<file path="config.mk">
export PLATFORM = sky130hd
export DESIGN_NAME = shr_32_iter
export DESIGN_NICKNAME = d
export VERILOG_FILES = /design/src/rtl/shift_pkg.sv /design/src/rtl/shr_stage.sv /design/src/rtl/shr_32_iter.sv
export SDC_FILE = /design/constraint.sdc
export NUM_CORES = 1
export LEC_CHECK = 0
export CAP_MARGIN = 10
export CORE_MARGIN = 1
export CORE_UTILIZATION = 40
export CTS_CLUSTER_DIAMETER = 150
export DETAILED_ROUTE_END_ITERATION = 8
export GPL_ROUTABILITY_DRIVEN = 0
export GPL_TIMING_DRIVEN = 0
export HOLD_SLACK_MARGIN = 0.12
export PLACE_DENSITY = 0.73
export SYNTH_ARGS = -nofsm -noshare
export SYNTH_HDL_FRONTEND = slang
export SYNTH_SLANG_ARGS = --single-unit
export TNS_END_PERCENT = 10
</file>
<file path="constraint.sdc">
create_clock -name clk -period 6.3 [get_ports clk]
set_clock_uncertainty 0.1 [all_clocks]
set_input_delay 0.63 -clock clk [delete_from_list [all_inputs] [get_ports clk]]
set_output_delay 0.63 -clock clk [all_outputs]
set_load 0.02 [all_outputs]
</file>
<file path="src/rtl/shift_pkg.sv">
`default_nettype none
// ============================================================================
//  Module   : shift_pkg
//  Purpose  : Shared constants for the shift units: FSM state encodings,
//             default datapath widths and shift-kind codes.
//  Revision : 1.0 - initial release
// ============================================================================
package shift_pkg;

    localparam int DEF_WIDTH   = 32;
    localparam int DEF_SHAMT_W = 5;

    // Shift kind as carried on in_arith
    localparam logic SH_LOGIC = 1'b0;
    localparam logic SH_ARITH = 1'b1;

    typedef enum logic [1:0] {
        ST_IDLE  = 2'd0,
        ST_SHIFT = 2'd1,
        ST_DONE  = 2'd2
    } state_t;

endpackage : shift_pkg
`default_nettype wire

</file>
<file path="src/rtl/shr_stage.sv">
`default_nettype none
// ============================================================================
//  Module   : shr_stage
//  Purpose  : One combinational right-shift stage by a fixed distance DIST.
//             Vacated upper bits take the fill value; en=0 passes data through.
//  Revision : 1.0 - initial release
// ============================================================================
module shr_stage #(
    parameter int WIDTH = 32,
    parameter int DIST  = 1
) (
    input  logic [WIDTH-1:0] data,
    input  logic             fill,
    input  logic             en,
    output logic [WIDTH-1:0] result
);

    // Fill bits are prepended, then the whole vector is shifted down so the
    // low DIST data bits fall off the end.
    logic [WIDTH+DIST-1:0] ext;

    assign ext    = {{DIST{fill}}, data};
    assign result = en ? WIDTH'(ext >> DIST) : data;

endmodule : shr_stage
`default_nettype wire

</file>
<file path="src/rtl/shr_32_iter.sv">
`default_nettype none
// ============================================================================
//  Module   : shr_32_iter
//  Purpose  : Multi-cycle logarithmic right shifter (SRL / SRA). One shamt bit
//             is applied per clock (distances 1,2,4,...), so every operation
//             takes exactly SHAMT_W cycles. Valid/ready on both sides.
//  Revision : 1.0 - initial release
// ============================================================================
module shr_32_iter
    import shift_pkg::*;
#(
    parameter int WIDTH   = DEF_WIDTH,
    parameter int SHAMT_W = DEF_SHAMT_W
) (
    input  logic               clk,
    input  logic               rst_n,
    input  logic               in_valid,
    output logic               in_ready,
    input  logic [WIDTH-1:0]   in_data,
    input  logic [SHAMT_W-1:0] in_shamt,
    input  logic               in_arith,
    output logic               out_valid,
    input  logic               out_ready,
    output logic [WIDTH-1:0]   out_data
);

    localparam int STAGE_W = (SHAMT_W > 1) ? $clog2(SHAMT_W) : 1;

    state_t               state;
    state_t               state_nxt;
    logic [WIDTH-1:0]     data_r;
    logic [SHAMT_W-1:0]   shamt_r;
    logic                 fill_r;
    logic [STAGE_W-1:0]   stage_r;
    logic [WIDTH-1:0]     stage_out [SHAMT_W];
    logic [WIDTH-1:0]     stage_res;
    logic                 accept;
    logic                 last_stage;

    // One fixed-distance stage per shamt bit; each is enabled by its own bit
    generate
        for (genvar k = 0; k < SHAMT_W; k++) begin : g_stage
            shr_stage #(
                .WIDTH (WIDTH),
                .DIST  (1 << k)
            ) u_stage (
                .data   (data_r),
                .fill   (fill_r),
                .en     (shamt_r[k]),
                .result (stage_out[k])
            );
        end
    endgenerate

    // Pick the stage that corresponds to the current iteration
    always_comb begin
        stage_res = data_r;
        for (int k = 0; k < SHAMT_W; k++) begin
            if (stage_r == STAGE_W'(k)) begin
                stage_res = stage_out[k];
            end
        end
    end

    assign last_stage = (stage_r == STAGE_W'(SHAMT_W - 1));
    assign accept     = in_valid & in_ready;
    assign out_valid  = (state == ST_DONE);

    // Next-state and input-side ready; ready never looks at in_valid
    always_comb begin
        state_nxt = state;
        in_ready  = 1'b0;
        case (state)
            ST_IDLE: begin
                in_ready = 1'b1;
                if (in_valid) begin
                    state_nxt = ST_SHIFT;
                end
            end
            ST_SHIFT: begin
                if (last_stage) begin
                    state_nxt = ST_DONE;
                end
            end
            ST_DONE: begin
                in_ready = out_ready;
                if (out_ready) begin
                    state_nxt = in_valid ? ST_SHIFT : ST_IDLE;
                end
            end
            default: begin
                state_nxt = ST_IDLE;
            end
        endcase
    end

    // State register
    always_ff @(posedge clk or negedge rst_n) begin
        if (!rst_n) begin
            state <= ST_IDLE;
        end else begin
            state <= state_nxt;
        end
    end

    // Operand capture, per-cycle stage application and result load
    always_ff @(posedge clk or negedge rst_n) begin
        if (!rst_n) begin
            data_r   <= '0;
            shamt_r  <= '0;
            fill_r   <= 1'b0;
            stage_r  <= '0;
            out_data <= '0;
        end else if (accept) begin
            data_r  <= in_data;
            shamt_r <= in_shamt;
            // Fill is frozen here; later stages never look at the sign again
            fill_r  <= (in_arith == SH_ARITH) & in_data[WIDTH-1];
            stage_r <= '0;
        end else if (state == ST_SHIFT) begin
            data_r  <= stage_res;
            stage_r <= stage_r + 1'b1;
            if (last_stage) begin
                out_data <= stage_res;
            end
        end
    end

endmodule : shr_32_iter
`default_nettype wire

</file>
# Word level (Yosys, flattened, before mapping)
# Cells that the tools add are included.
# totals
in_bits	42
output_inout_bits	34
elab_cells	44
reg_bits	75
# op_classes
n_addsub	1
n_reduce_logical	5
eq_ne	9
n_mux	20
bitwise	3
# ops
cell	count
32-bit 2-to-1 mux	12
3-bit by 2-bit == test with 1-bit output, second input constant	2
2-bit 2-to-1 mux	3
3-bit 2-to-1 mux	2
2-bit case mux with 3 select lines	1
3-bit AND reduction	2
2-bit != test, second input constant	2
3-bit by 1-bit adder with 3-bit output, second input constant	1
3-bit by 1-bit == test with 1-bit output, second input constant	1
3-bit == test, second input constant	1
3-bit zero test	1
1-bit AND	2
2-bit by 1-bit == test with 1-bit output, second input constant	1
2-bit == test, second input constant	1
2-bit zero test	1
2-bit by 1-bit != test with 1-bit output, second input constant	1
1-bit case mux with 2 select lines	1
2-bit nonzero test	1
1-bit 2-to-1 mux	1
1-bit inverter	1

# Depth between registers and ports, before layout
# depth
ltp_word	8
ltp_mapped	9
ltp_nobuf	7

# Modules after synthesis
# From an unflattened synthesis, not the netlist that was laid out.
# unflattened
hier_cells	815
hier_area_um2	7828.8
# by_module_without_submodules
mod	n_inst	seq_area_each_um2	area_each_um2	cells_per_inst
shr_32_iter	1	1876.8	5102.4	634
shr_stage at g_stage[0].u_stage ...	4	0.0	544.3	36
shr_stage at g_stage[4].u_stage	1	0.0	549.3	37

# Worst setup path before layout
# OpenSTA, ideal clock, no wires.
# synth_path
path_type	register to register
start	reg stage_r[2]
end	reg data_r[22]
setup_time_ps	120
period_less_slack_ps	2045
path_stages_with_launch	10
required_ps	6080
setup_slack_ps	4255
path_buffers	3
t_arrival_ps	1824
path_cell_list	dfrtp_1 buf_4 clkinv_1 ha_1 buf_2 clkbuf_1 a21oi_1 nor3_1 a221o_1 a31o_2
# synth_via
elab_chain_cells	8
word_cells_on_any_way	12
classes_between	eq/ne (4); mux (7); reduce/logical (1)
# synth_rtl
element	line_no	source
start, declared	shr_32_iter.sv:34	logic [STAGE_W-1:0] stage_r;
start signal, assigned	shr_32_iter.sv:122	stage_r <= stage_r + 1'b1;
3-bit zero test	shr_32_iter.sv:59	if (stage_r == STAGE_W'(k)) begin
32-bit 2-to-1 mux (4 in a row)	shr_32_iter.sv:59	
32-bit 2-to-1 mux (*)	shr_32_iter.sv:59	
32-bit 2-to-1 mux (*)	shr_32_iter.sv:120	end else if (state == ST_SHIFT) begin
32-bit 2-to-1 mux (*)	shr_32_iter.sv:114	end else if (accept) begin
end signal, assigned	shr_32_iter.sv:115	data_r <= in_data;
end signal, assigned	shr_32_iter.sv:121	data_r <= stage_res;
end, declared	shr_32_iter.sv:31	logic [WIDTH-1:0] data_r;
# Every way passes the cells marked *; elsewhere a longest branch is shown, timed or not. The select of a mux whose other input is x is not followed.
# A chain may end at the register's enable or synchronous reset.

# Worst setup path in the final report
# layout_path
start	reg stage_r[2]
end	reg data_r[28]
# The elaborated chain is that of the path after synthesis.

==> run_results.csv <==
group,metric,value,unit
critical_path,end_kind,"flip-flop",
pwr,power_per_cell_area,660,mW/mm^2
drt,vias_per_cell,6.32,
finish,layout.nets,896,
timing,final_period_minus_worst_setup_slack,2.88,ns
logic_synthesis,synth-edff-count,0,
finish,layout-area-overhead-vs-synth,21.3,%
drt,routedWlPerCell,20.2,um
drt,dr.pass1.iters,6,
logic_synthesis,synth_top_cell_by_area,"sky130_fd_sc_hd__dfrtp_1",
clock_tree,ctsResizeCount,0,
timing,finalCritPeriodShare,45.7,%
timing,achievable-frequency,0.347,GHz
drt,via_count,6553,
critical_path,worst-endpoint-required,6.41,ns
finish,final_layout_size_suffix_gt1_share,12.3,%
critical_path,critical_path.n_buffers_inverters,5,
global_route,antenna_found_initial,0,
logic_synthesis,area_of_the_mapped_netlist,0.00601,mm^2
placed_design,placement.io_buffers,75,
pwr,power.ir.vdd_worst,0.248,mV
critical_path,worst_ep_arrival_time,2.99,ns
placed_design,place_area,0.00701,mm^2
timing,fin_setup_tns,0,ns
logic_synthesis,portion_of_the_post_synthesis_area_used_by_sequential_elements,31.2,%
timing,finalSetupViolCount,0,
logic_synthesis,syn-num-nets,809,
finish,highest_count_cells_in_the_layout_ignoring_fill_and_taps,"sky130_fd_sc_hd__a21oi_1, sky130_fd_sc_hd__dfrtp_1, sky130_fd_sc_hd__clkdlybuf4s50_1",
floorplan,core-area,0.0146,mm^2
global_route,grt_usage,26.9,%
critical_path,critPathMostFrequentCell,"sky130_fd_sc_hd__clkbuf_1",
drt,routed_wirelength,21000,um
drt,ant_nets,0,
floorplan,ioPinCount,76,
critical_path,slowest_delay,0.46,ns
floorplan,die-area,0.0155,mm^2
critical_path,cp_cell_sequence,"buf_4 > clkinv_1 > ha_1 > buf_2 > clkbuf_1 > clkbuf_1 > a21oi_1 > o21a_1 > o31ai_1",
pwr,fin_total_pwr,4.81,mW
timing,max_slew_margin,46.4,%
global_route,first_global_vias,6074,
floorplan,die_y,125,um
clock_tree,clk_transition_reported_paths,0.06,ns
timing,final_hold_viol_count,0,
critical_path,worstSetupPathType,"reg2reg",
finish,final_common_cell,"sky130_fd_sc_hd__a21oi_1",
clock_tree,ctsRootBufferMaster,"sky130_fd_sc_hd__clkbuf_16",
critical_path,delay_heaviest_family_cp,"buffers and inverters",
clock_tree,cts_post_setup_buffers_inserted,0,
logic_synthesis,synth_top_area_share,31.2,%
min_path,hold_path_class,"in2async",
drt,dr.first_iter.drc_count,891,
finish,fin_area,0.00729,mm^2
logic_synthesis,synth.area.top_cells,"sky130_fd_sc_hd__dfrtp_1, sky130_fd_sc_hd__a21oi_1, sky130_fd_sc_hd__mux2i_1, sky130_fd_sc_hd__o21ai_0, sky130_fd_sc_hd__mux2_2",
clock_tree,postCtsHoldBufs,0,
placed_design,hpwl,15200,um
logic_synthesis,netlist_instances,762,
logic_synthesis,async_reset_ff_share,100,%
finish,insertedDiodeCount,0,
logic_synthesis,synth.yosys.warnings,0,
logic_synthesis,ys_ff_latch,75,
drt,drc,0,
logic_synthesis,post_synth.cell_area_avg,7.89,um^2
global_route,grt_peak_use_layer,"met2",
run,drv_cap,0,
clock_tree,tritoncts.num_buffers,9,
timing,final_max_slew_violation_count,0,
floorplan,initial_core_util,41.2,%
global_route,grt_pass1_wl,33100,um
global_route,grt_use_met2,39.3,%
clock_tree,tritoncts,"built",
run_status,run_status,"complete, no violations",
critical_path,cp-start-kind,"flip-flop",
clock_tree,htreeDepth,3,
logic_synthesis,yosys_most_used_dff,"sky130_fd_sc_hd__dfrtp_1",
clock_tree,cts.sink_count,75,
floorplan,die_x,125,um
global_route,global_route.overflow_total,0,
timing,rsz_0062_raised_after_global_routing,"false",
floorplan,floorplan.rows,44,
clock_tree,insertion_delay,0.35,ns
critical_path,critPathMaxFanout,10,
logic_synthesis,synthDistinctLibCells,50,
timing,worst_margin_slew,0.801,ns
pwr,leakagePower,3.00,nW
critical_path,crit_slowest_cell,"sky130_fd_sc_hd__clkbuf_1",
global_route,groute.layer.met1.usage,38.2,%
global_route,groute.layer.met3.usage,5.71,%
global_route,grt_start_max_net_pins,44,
clock_tree,clock_tree.buffer_depth,2,
per-layer routing:
layer	vias to the layer above	part of all wire, %
met3	51	12
met5	-	0
li1	2997	-
met4	0	2.4
met2	457	43
met1	3048	43
final timing paths:
path | from | to | slack, ns | cells after the start
setup reg to reg | stage_r[2]$_DFFE_PN0P_ | data_r[28]$_DFFE_PN0P_ | 3.42 | 9
max in group asynchronous | rst_n | out_data[2]$_DFFE_PN0P_ | 5.38 | 2
hold reg to reg | out_data[10]$_DFFE_PN0P_ | out_data[10]$_DFFE_PN0P_ | 0.38 | 2
setup / recovery | stage_r[2]$_DFFE_PN0P_ | data_r[28]$_DFFE_PN0P_ | 3.42 | 9
min in group clk | out_data[10]$_DFFE_PN0P_ | out_data[10]$_DFFE_PN0P_ | 0.38 | 2
hold / removal | rst_n | stage_r[0]$_DFFE_PN0P_ | 0.14 | 1
cells by family (layout without fill, tap and decap cells):
| logic type | count (synthesis) | count (layout) | share of synthesized area [%] |
|---|---|---|---|
| compound gates | 328 | 328 | 34.6 |
| xor+xnor | 1 | 1 | 0.146 |
| fa+ha+maj | 5 | 5 | 1.04 |
| buf+inv | 111 | 202 | 8.20 |
| flops | 75 | 75 | 31.2 |
| mux | 68 | 68 | 11.8 |
| simple gates | 174 | 174 | 12.9 |
power breakdown:
group / internal (mW) / switching (mW)
sequential: 0.730 / 0.220
clock: 0.298 / 0.206
combinational: 1.36 / 2.00
total: 2.39 / 2.43
state kept, by name (all words and copies together) (netlist names):
| name | flops |
|---|---|
| data_r | 32 |
| out_data | 32 |
| shamt_r | 5 |
| stage_r | 3 |
| state | 2 |
| fill_r | 1 |
Yosys cell counts (13+ instances only):
cell type	count
sky130_fd_sc_hd__clkbuf_1	50
sky130_fd_sc_hd__dfrtp_1	75
sky130_fd_sc_hd__mux2i_1	44
sky130_fd_sc_hd__o221a_2	16
sky130_fd_sc_hd__nand2_1	71
sky130_fd_sc_hd__nor3_1	13
sky130_fd_sc_hd__o31ai_1	20
sky130_fd_sc_hd__a21oi_1	141
sky130_fd_sc_hd__a31oi_1	17
sky130_fd_sc_hd__o21ai_0	56
sky130_fd_sc_hd__mux2_2	24
sky130_fd_sc_hd__inv_1	14
sky130_fd_sc_hd__buf_2	31
sky130_fd_sc_hd__or3_1	16
sky130_fd_sc_hd__nor2_1	41
sky130_fd_sc_hd__nand3_1	17
area by class of cell:
cell class | instances | area (um^2)
fillers | 1395 | 7300
multi-input cells | 576 | 3640
flip-flops and latches | 75 | 1880
repair buffers | 76 | 768
plain buffers | 95 | 433
clock buffers | 14 | 274
well taps | 184 | 230
inverters | 16 | 60.1
clock inverters | 1 | 7.51
metrics by stage:
step                      utilization (%)  hold WS, ns  cells  setup WS [ns]
after floorplan                         -        0.234    762           4.26
after global placement               47.9        0.358   1021           1.76
after detailed placement             48.0        0.364   1022           3.55
after CTS                            50.0        0.159   1037           3.54
after global routing                 50.0        0.172   1037           3.33
final                                50.0        0.141   1037           3.42
Note: power is estimated with default switching activity, not from simulation.
==> RTL edit (same flow settings) <==
Change the package constant `DEF_SHAMT_W` from 5 to 4.
--- a/src/rtl/shift_pkg.sv
+++ b/src/rtl/shift_pkg.sv
@@ -8,7 +8,7 @@
 package shift_pkg;
 
     localparam int DEF_WIDTH   = 32;
-    localparam int DEF_SHAMT_W = 5;
+    localparam int DEF_SHAMT_W = 4;
 
     // Shift kind as carried on in_arith
     localparam logic SH_LOGIC = 1'b0;
Interface: changed (resized in_shamt); port bits go from 76 to 75. The function was not compared with the original's and may differ.
==> RTL edit against the original RTL <==
Total power shrank 21%. Hold slack worse by 0.024 ns. Routed wire length down 29%. Synthesized area down 16%. Setup slack better by 0.23 ns. Non-clock buffer count shrank 30. Design area shrank 14%. Sequential cell count decreased by 2. Die area is 16% lower. Critical path depth fell by 5. Largest power group unchanged. Critical endpoint is now in_ready. Highest routed layer unchanged.
==> RTL edit: results (changes against the original RTL) <==
stage	metric	value	unit	change
critical_path	endpoint	in_ready		
detailed_routing	via_count	4623		-29%
grt	grt_first_pass_wirelength	24.6	mm	-26%
critical_path	r2r_end	data_r[29]		
pwr	p_leak	2.87	nW	-4.4%
placed_design	portBuffers	74		-1.3%
logic_synthesis	postSynthNetCount	564		-30%
placed_design	dp_slack	3.64	ns	+0.0903 ns
critical_path	rr_startpoint	stage_r[0]		
detailed_routing	dr_wl_met2	7.13	mm	-22%
logic_synthesis	synth_xor_area_share	0	%	-0.15 points
critical_path	crit_path_max_incr_delay	0.60	ns	+0.14 ns
logic_synthesis	synth_adder_area_share	0.997	%	-0.044 points
cells_and_area	fill_cells	1142		-18%
placed_design	placed_cells	762		-25%
placed_design	dpl.hpwl	10.2	mm	-33%
detailed_routing	wirelength_met1	6.52	mm	-27%
grt	grt_usage	24.1	%	-2.8 points
grt	grt_max_degree	45		+2.3%
cells_and_area	top_regs	data_r: 32 flops, out_data: 32 flops, shamt_r: 4 flops		
critical_path	crit_start	out_ready		
logic_synthesis	synth_area_leaders	dfrtp_1 36%, mux2i_1 12%, a221o_1 11%		
outcome	status	complete, no violations		
cells_and_area	syn_to_final_growth	25.3	%	
timing	whs	0.117	ns	-0.0242 ns
grt	grt.met3_usage	4.61	%	-1.1 points
detailed_routing	drtIter0Drc	291		-67%
detailed_routing	vias_per_cell	5.95		-5.8%
timing	fmax	377	MHz	+8.5%
grt	grt_pass1_vias	4718		-22%
placed_design	dpl_cell_area	0.00600	mm²	-14%
cells_and_area	finalNetCount	650		-27%
critical_path	worstPathMaxFanout	4		-6
timing	worst_pin_slew	0.730	ns	-0.0705 ns
critical_path	cp_slowest_cell	clkdlybuf4s50_1		
cells_and_area	drive_above_1_share	12.8	%	+0.50 points
logic_synthesis	netlist_instances	519		-32%
detailed_routing	route.met3.wl	955	µm	-61%
critical_path	worst_ep_arrival_time	1.92	ns	-1.07 ns
[RTL edit: cell count changes in the layout (fill, tap and decap cells not counted), sizes merged, moves of 17 or more]
cell    delta
and3      +29
o21ai     -45
buf       -18
a211oi    +22
a21oi    -112
nand2     -40
a221o     +46
o31ai     -18
mux2i     +17
a31oi     -17
[RTL edit: cell type report]
class                   instances  area share (%)
multi-input cells             375            45.5
clock buffers                  12            4.07
repair buffers                 75            12.2
well taps                     168            3.34
plain buffers                  66            4.99
clock inverters                 3           0.636
inverters                       5           0.298
flip-flops and latches         73            29.0
[RTL edit: power by group]
| part | leakage, nW | internal (mW) | switching, mW |
|---|---|---|---|
| registers | 0.908 | 0.700 | 0.187 |
| logic | 1.81 | 1.09 | 1.31 |
| clock network | 0.148 | 0.325 | 0.197 |
| total | 2.87 | 2.12 | 1.70 |
